$ cat src/rtl/stream_cipher_pkg.sv
// Shared types and constants for the byte-oriented UART stream cipher.
// Holds the frame FSM states, mode encodings and an address-width helper.
package stream_cipher_pkg;

  localparam int BYTE_W = 8;

  typedef enum logic [2:0] {
    GET_LEN,
    GET_DATA,
    GET_KLEN,
    GET_KEY,
    PROCESS,
    SEND_LEN,
    SEND_DATA,
    WAIT_TX
  } state_t;

  typedef enum logic [1:0] {
    MODE_XOR       = 2'b00,
    MODE_CHAIN_ENC = 2'b01,
    MODE_CHAIN_DEC = 2'b10,
    MODE_RSVD      = 2'b11
  } mode_t;

  // Memory address width; a single-entry memory still gets one address bit.
  function automatic int addrBits(input int depth);
    return (depth > 1) ? $clog2(depth) : 1;
  endfunction

endpackage

$ cat src/rtl/stream_cipher_datapath.sv
// Combinational cipher step: result = data ^ key ^ chain, where the chain
// byte is chosen by the frame's latched mode.
module cipher_datapath
  import stream_cipher_pkg::*;
(
  input  mode_t             mode,
  input  logic [BYTE_W-1:0] dataByte,
  input  logic [BYTE_W-1:0] keyByte,
  input  logic [BYTE_W-1:0] prevData,
  input  logic [BYTE_W-1:0] prevRes,
  output logic [BYTE_W-1:0] resByte
);

  logic [BYTE_W-1:0] chainByte;

  // prevData/prevRes already hold IV for the first byte of a frame.
  always_comb begin
    chainByte = '0;
    case (mode)
      MODE_CHAIN_ENC: chainByte = prevRes;
      MODE_CHAIN_DEC: chainByte = prevData;
      default:        chainByte = '0;
    endcase
  end

  assign resByte = dataByte ^ keyByte ^ chainByte;

endmodule

$ cat src/rtl/stream_cipher.sv
// Frame-level stream cipher: parses LEN/data/KLEN/key from the UART receiver,
// encrypts the frame one byte per cycle and streams LEN plus results to the sender.
module stream_cipher
  import stream_cipher_pkg::*;
#(
  parameter int                MAX_DATA = 100,
  parameter int                MAX_KEY  = 4,
  parameter logic [BYTE_W-1:0] IV       = 8'h00
) (
  input  logic              Clk_100M,
  input  logic              Reset,
  input  logic [1:0]        Mode,
  input  logic [BYTE_W-1:0] Rx_Data,
  input  logic              Rx_Ready,
  output logic              Rx_Ack,
  output logic [BYTE_W-1:0] Tx_Data,
  output logic              Tx_Send,
  input  logic              Tx_Busy,
  input  logic [BYTE_W-1:0] View_Index,
  output logic [BYTE_W-1:0] View_Plain,
  output logic [BYTE_W-1:0] View_Cipher,
  output logic              Frame_Done,
  output logic              Err
);

  localparam int DAW = addrBits(MAX_DATA);
  localparam int KAW = addrBits(MAX_KEY);
  localparam logic [BYTE_W-1:0] MAX_DATA_B = BYTE_W'(MAX_DATA);
  localparam logic [BYTE_W-1:0] MAX_KEY_B  = BYTE_W'(MAX_KEY);

  logic [BYTE_W-1:0] dataMem [2**DAW];
  logic [BYTE_W-1:0] keyMem  [2**KAW];
  logic [BYTE_W-1:0] resMem  [2**DAW];

  state_t            state;
  mode_t             frameMode;
  logic [BYTE_W-1:0] frameLen, keyLen, byteIdx, keyIdx;
  logic [BYTE_W-1:0] prevData, prevRes, txData;
  logic              rxAck, txSend, frameDone, errFlag, busySeen;

  logic              inGet, rxAccept, dataWe, keyWe, resWe;
  logic [BYTE_W-1:0] curData, curKey, resByte, sendByte;

  assign inGet    = (state == GET_LEN) || (state == GET_DATA) ||
                    (state == GET_KLEN) || (state == GET_KEY);
  assign rxAccept = inGet && Rx_Ready && !rxAck;
  assign dataWe   = !Reset && rxAccept && (state == GET_DATA);
  assign keyWe    = !Reset && rxAccept && (state == GET_KEY);
  assign resWe    = !Reset && (state == PROCESS);

  assign curData  = dataMem[byteIdx[DAW-1:0]];
  assign curKey   = keyMem[keyIdx[KAW-1:0]];
  assign sendByte = resMem[byteIdx[DAW-1:0]];

  cipher_datapath uDatapath (
    .mode     (frameMode),
    .dataByte (curData),
    .keyByte  (curKey),
    .prevData (prevData),
    .prevRes  (prevRes),
    .resByte  (resByte)
  );

  // Single-write-port memories, never reset so results survive for viewing.
  always_ff @(posedge Clk_100M) begin
    if (dataWe) dataMem[byteIdx[DAW-1:0]] <= Rx_Data;
  end

  always_ff @(posedge Clk_100M) begin
    if (keyWe) keyMem[keyIdx[KAW-1:0]] <= Rx_Data;
  end

  always_ff @(posedge Clk_100M) begin
    if (resWe) resMem[byteIdx[DAW-1:0]] <= resByte;
  end

  always_ff @(posedge Clk_100M) begin
    if (Reset) begin
      state     <= GET_LEN;
      frameMode <= MODE_XOR;
      frameLen  <= '0;
      keyLen    <= '0;
      byteIdx   <= '0;
      keyIdx    <= '0;
      prevData  <= '0;
      prevRes   <= '0;
      txData    <= '0;
      rxAck     <= 1'b0;
      txSend    <= 1'b0;
      frameDone <= 1'b0;
      errFlag   <= 1'b0;
      busySeen  <= 1'b0;
    end else begin
      txSend    <= 1'b0;
      frameDone <= 1'b0;

      if (rxAccept)       rxAck <= 1'b1;
      else if (!Rx_Ready) rxAck <= 1'b0;

      case (state)
        GET_LEN: if (rxAccept) begin
          if (Rx_Data == '0 || Rx_Data > MAX_DATA_B) begin
            errFlag <= 1'b1;
          end else begin
            errFlag   <= 1'b0;
            frameLen  <= Rx_Data;
            frameMode <= mode_t'(Mode);
            byteIdx   <= '0;
            state     <= GET_DATA;
          end
        end
        GET_DATA: if (rxAccept) begin
          if (byteIdx == frameLen - 8'd1) begin
            byteIdx <= '0;
            state   <= GET_KLEN;
          end else begin
            byteIdx <= byteIdx + 8'd1;
          end
        end
        GET_KLEN: if (rxAccept) begin
          if (Rx_Data == '0 || Rx_Data > MAX_KEY_B) begin
            errFlag <= 1'b1;
            state   <= GET_LEN;
          end else begin
            keyLen <= Rx_Data;
            keyIdx <= '0;
            state  <= GET_KEY;
          end
        end
        GET_KEY: if (rxAccept) begin
          if (keyIdx == keyLen - 8'd1) begin
            keyIdx   <= '0;
            byteIdx  <= '0;
            prevData <= IV;
            prevRes  <= IV;
            state    <= PROCESS;
          end else begin
            keyIdx <= keyIdx + 8'd1;
          end
        end
        PROCESS: begin
          prevData <= curData;
          prevRes  <= resByte;
          keyIdx   <= (keyIdx == keyLen - 8'd1) ? '0 : keyIdx + 8'd1;
          if (byteIdx == frameLen - 8'd1) begin
            byteIdx <= '0;
            state   <= SEND_LEN;
          end else begin
            byteIdx <= byteIdx + 8'd1;
          end
        end
        SEND_LEN: if (!Tx_Busy) begin
          txData   <= frameLen;
          txSend   <= 1'b1;
          busySeen <= 1'b0;
          state    <= WAIT_TX;
        end
        SEND_DATA: if (!Tx_Busy) begin
          txData   <= sendByte;
          txSend   <= 1'b1;
          byteIdx  <= byteIdx + 8'd1;
          busySeen <= 1'b0;
          state    <= WAIT_TX;
        end
        // byteIdx counts result bytes already handed over; equal to LEN means done.
        WAIT_TX: begin
          if (Tx_Busy) begin
            busySeen <= 1'b1;
          end else if (busySeen) begin
            if (byteIdx == frameLen) begin
              frameDone <= 1'b1;
              state     <= GET_LEN;
            end else begin
              state <= SEND_DATA;
            end
          end
        end
        default: state <= GET_LEN;
      endcase
    end
  end

  assign Rx_Ack      = rxAck;
  assign Tx_Data     = txData;
  assign Tx_Send     = txSend;
  assign Frame_Done  = frameDone;
  assign Err         = errFlag;
  assign View_Plain  = (View_Index < frameLen) ? dataMem[View_Index[DAW-1:0]] : '0;
  assign View_Cipher = (View_Index < frameLen) ? resMem[View_Index[DAW-1:0]] : '0;

endmodule

$ cat config.mk
export PLATFORM = sky130hd
export DESIGN_NAME = stream_cipher
export DESIGN_NICKNAME = d
export VERILOG_FILES = /design/src/rtl/stream_cipher_pkg.sv /design/src/rtl/stream_cipher_datapath.sv /design/src/rtl/stream_cipher.sv
export SDC_FILE = /design/constraint.sdc
export NUM_CORES = 2
export LEC_CHECK = 0
export CAP_MARGIN = 30
export CORE_MARGIN = 2
export CORE_UTILIZATION = 32
export CTS_CLUSTER_SIZE = 14
export DETAILED_ROUTE_END_ITERATION = 10
export PLACE_DENSITY_LB_ADDON = 0.25
export SYNTH_ARGS = -nofsm -noshare
export SYNTH_HDL_FRONTEND = slang
export SYNTH_HIERARCHICAL = 1
export SYNTH_SLANG_ARGS = --single-unit
export TNS_END_PERCENT = 1
$ cat constraint.sdc
create_clock -name Clk_100M -period 6.93 [get_ports Clk_100M]
set_input_delay 1.386 -clock Clk_100M [delete_from_list [all_inputs] [get_ports Clk_100M]]
set_output_delay 1.386 -clock Clk_100M [all_outputs]
set_load 0.02 [all_outputs]
* After elaboration in Yosys (flattened, before gate mapping)
Memories as Yosys holds them, arrays and structs flattened. A register that Yosys moved wholly into a read port is not among the register bits. Index checks and enable logic that the tools add are counted.
Storage, ports and cells: memory bits (writable) 2080, logic and storage cells 152, memories kept 3, register bits 66
Operators by class: equality and inequality tests 29, order comparisons 3, bitwise logic cells 7, reductions and logical operators 33, add/subtract/negate cells 4, mux-type cells 59
Memories:
- dataMem | words 128, width 8, rd ports 2, clocked after Yosys merged registers in 1, wr ports 1, line stream_cipher.sv:31 | logic [BYTE_W-1:0] dataMem [2**DAW];
- resMem | words 128, width 8, rd ports 2, clocked after Yosys merged registers in 1, wr ports 1, line stream_cipher.sv:33 | logic [BYTE_W-1:0] resMem [2**DAW];
- keyMem | words 4, width 8, rd ports 1, clocked after Yosys merged registers in 1, wr ports 1, line stream_cipher.sv:32 | logic [BYTE_W-1:0] keyMem [2**KAW];
Operators with widths (number):
- $mux 8 | 15
- $pmux 8 s2 | 4
- $pmux 8 s5 | 1
- $mux 3 | 12
- $mux 7 | 4
- $eq 8x8->1 | 3
- $ne 2x2->1 const B | 12
- $pmux 8 s3 | 1
- $pmux 3 s7 | 1
- $add 8x1->8 const B | 2
- $mux 1 | 16
- $sub 8x1->8 const B | 2
- $xor 8x8->8 | 2
- $reduce_and 3->1 | 5
- $eq 3x3->1 const B | 4
- $reduce_and 11->1 | 1
- $ne 2x1->1 const B | 5
- $gt 8x3->1 const B | 1
- $gt 8x7->1 const B | 1
- $logic_not 8->1 | 1
- $lt 8x8->1 | 1
- $reduce_and 4->1 | 2
- $reduce_bool 2->1 | 4
- $reduce_and 7->1 | 1
- 15 further kinds | 34

* Depth between registers and ports, before layout
depth after elaboration 10, mapped depth 14, mapped depth without buffers 9

* Cells and area by module
Netlist, hierarchy kept.
Modules (own cells, without submodules):
- stream_cipher | cells each 4886, instances 1, area each 99545.5 um^2
- cipher_datapath | cells each 39, instances 1, area each 332.8 um^2

* Least setup slack after synthesis
No wires, ideal clock.
path type register to register, start register with a tool-made name, end memory resMem[0][0] (data pin), slack -303 ps, arrival time 6300 ps, stages on the path, launching flop included 11, data required time 5996 ps, path buffers 3, path through dfxtp_1 > buf_2 > clkbuf_1 > buf_1 > mux2i_1 > nor3_1 > a2111oi_0 > nor4_1 > or4_1 > xnor2_1 > xnor2_1
RTL lines (line):
- to (decl) | stream_cipher.sv:33

* Final worst setup path
start input View_Index[5], end output View_Cipher[7]
Between the ends: cells in the longest elaborated chain, start to end 2, elaborated cells on any way between the ends 3
RTL lines:
- from (decl) | line stream_cipher.sv:19 | input logic [BYTE_W-1:0] View_Index,
- $mem_v2 128x8 or $lt 8x8->1 (tied branches)
- $mux 8 * | line stream_cipher.sv:189 | assign View_Cipher = (View_Index < frameLen) ? resMem[View_Index[DAW-1:0]] : '0;
- to (decl) | line stream_cipher.sv:21 | output logic [BYTE_W-1:0] View_Cipher,
Mark *: on every way between the ends. The rest lies on a longest branch, timed or not.

==> metrics.csv <==
stage,metric,value,unit
layout,multi_input_area,34300,um2
layout,stdcell_count,9499,
timing,finClkSkew,0.0676,ns
drt,antenna_left,0,
timing,holdWs,0.494,ns
synth,netlist_instances,4925,
drt,firstDrtPassIters,5,
synth,synth_enable_flop_cells,2080,
synth,yosys_warnings,6,
timing,hold_viol,0,
timing,tightest_slew,1.12,ns
drt,vias,54573,
drt,viasPerCell,5.75,
synth,syn_area,99900,um2
synth,syn_nets,4963,
floorplanning,core,311000,um2
floorplanning,chipHeight,563,um
floorplanning,die_area,317000,um2
synth,seq_area_frac_synth,64.0,%
clock_network,cts.sinks,2155,
flow_run,maxCapViolCount,0,
setup_path,max_stage_delay,0.71,ns
global_routing,grt_pass1_wl,443000,um
layout,nNetsFinal,5214,
global_routing,grt_max_degree,130,
setup_path,end_kind,output port,
status,outcome,completed,
clock_network,cts_tree,yes,
floorplanning,num_rows,205,
setup_path,crit_slowest_cell,clkdlybuf4s50_1,
drt,wl,316000,um
global_routing,antenna_found_initial,13,
clock_network,htree_levels,4,
placement,dp_cells,9072,
setup_path,crit_type,input port to output port,
layout,design_area,115000,um2
clock_network,root_buffer,clkbuf_16,
layout,fillCellCount,28223,
clock_network,numCtsBuffers,230,
setup_path,path_delay_family,buffers and inverters,
clock_network,clk_path_buf_depth,4,
synth,synthFlopType,edfxtp_1,
timing,slew_viol_final,0,
placement,port_buffers,49,
layout,areaGrowthSynthToFinish,14.9,%
setup_path,cp_cell_sequence,clkdlybuf4s50_1 -> nor2b_4 -> buf_4 -> a22o_1 -> o21ai_0 -> buf_4 -> a21oi_1 -> clkdlybuf4s50_1,
setup_path,path_buf_inv,4,
power,p_per_area,255,nW/um2
timing,rsz0062_at_grt,false,
global_routing,grt_overflow,0,
timing,min_period,6.44,ns
drt,drt_iter0_markers,6222,
global_routing,grt.total_usage,19.8,%
timing,relSlewSlack,24.4,%
min_path,hold_path.class,flop to flop,
power,irDropWorstVdd,0.182,mV
timing,finalSetupViolations,0,
clock_network,clk_pin_slew,0.06,ns
clock_network,clk_latency,0.91,ns
synth,yosys_register_bits,2155,
setup_path,crit_path_start_kind,input port,
placement,placed_cell_area,108000,um2
layout,area.sequential,64000,um2
timing,fmax,155,MHz
setup_path,crit_arrival,5.06,ns
global_routing,grt_pass1_vias,55821,
placement,hpwl,213000,um
clock_network,cts_resized,0,
drt,drc,0,
layout,drive_gt1_share,36.8,%
synth,synth_cell_type_count,64,
power,finalPower,29.2,mW
synth,avgSynthCellArea,20.3,um2
power,leakagePower,34.1,nW
placement,gp_congestion,0.882,
floorplanning,initial_core_util,32.1,%
floorplanning,die_w,563,um
clock_network,ctsHoldBuffers,0,
clock_network,post_cts_buffers,0,
timing,final.setup.tns,0,ns
setup_path,cp_max_fo,16,
synth,synthArstFlopShare,0,%
setup_path,critPathRequiredTime,5.54,ns
timing,finalCritPeriodShare,92.9,%
drt,wl_per_cell,33.3,um
floorplanning,ioPinCount,50,
## flip-flops by register name, summed over array words and instances (netlist names), 2 cells and up, named ones only
name and flops:
Tx_Data 8, byteIdx 8, dataMem 1024, frameLen 8, frameMode 2, keyIdx 8
keyLen 8, keyMem 32, prevData 8, prevRes 8, resMem 1024, state 3
## cell usage in the layout (no fill, tap or decap), types with 10 or more instances in the layout
cell type and count:
inv_1 20, mux2_2 22, mux4_2 1200, nor2b_1 15, xnor2_1 25, buf_6 44
nor2_1 331, buf_12 48, a31oi_1 15, a21o_1 20, clkbuf_16 233, a22oi_1 125
a2111oi_0 11, o21ai_0 77, nand3_1 33, and3_1 10, nor3_1 21, xor2_1 11
buf_4 276, and2_1 12, o22ai_1 16, nand2_1 79, clkinv_1 41, clkinv_2 45
mux2i_1 72, a21oi_1 61, dfxtp_1 69, or4_1 11, nor4_1 15, clkdlybuf4s50_1 28
a22o_1 48, ha_1 16, edfxtp_1 2080, bufinv_16 16, clkbuf_1 54
## through the flow
step                      utilization, %  setup WS (ns)
after global placement              34.2          0.411
final                               36.9          0.489
after floorplan                        -         -0.287
after global routing                36.9          0.478
after detailed placement            34.6          0.526
after CTS                           36.9          0.523
## cell families (layout without fill, tap and decap cells)
logic type               count (synthesis)  count (layout)  share of synthesized area [%]
XOR/XNOR                                44              44                          0.386
AND/OR/NAND/NOR                        577             577                           2.55
AO/OA/AOI/OAI                          424             424                           2.95
flip-flops                            2155            2155                           64.0
multiplexers                          1294            1294                           28.0
adder cells (fa/ha/maj)                 16              16                          0.200
other                                    0               5                              0
buffers and inverters                  415             844                           1.84
## synth_stat cells (all sizes together) (15+ instances only)
cell    instances  area [um2]
mux2           22         248
a31oi          15        93.8
xnor2          33         289
edfxtp       2080       62500
nor2          334        1250
mux4         1200       27000
nand3          37         185
buf           180         956
dfxtp          75        1500
nand2          79         297
inv            20        75.1
a22o           48         420
mux2i          72         721
ha             16         200
a22oi         133        1040
o21ai          78         394
nor3           23         115
nor4           16         100
a21o           20         150
clkbuf        215         808
a21oi          63         319
o22ai          16         100
nor2b          18         113
## layout make-up
type / instances / share of cell area [%]
clock inverter: 117 / 0.877
antenna: 5 / 0.0109
clock buffer: 293 / 5.33
sequential: 2155 / 55.7
multi-input combinational: 2355 / 29.9
inverter: 20 / 0.0654
timing repair buffer: 414 / 3.61
tap: 4140 / 4.51
## metal layers
layer	track usage, %	wire length [um]
met3	3.09	20300
met4	8.08	14300
met2	32.6	155000
met1	26.1	127000
met5	0	27
## worst min-delay path: cells and delay by family (launching register included)
kind             cells  cell delay (ns)
and+or+nand+nor      2             0.15
DFF                  1             0.31
## power breakdown
| part | leakage (nW) | switching (mW) | internal, mW |
|---|---|---|---|
| sequential | 19.3 | 0.0339 | 14.5 |
| clock | 3.50 | 5.19 | 6.79 |
| combinational | 11.3 | 1.59 | 1.15 |
## worst paths after layout
path / start / endpoint / slack [ns] / depth (start not counted)
min: Err / Err / 0.49 / 2
max: View_Index[5] / View_Cipher[7] / 0.49 / 8
min reg2reg: Err / Err / 0.49 / 2
max reg2reg: flop / resMem[71][2] / 1.58 / 11
Note: power is estimated with default switching activity, not from simulation.
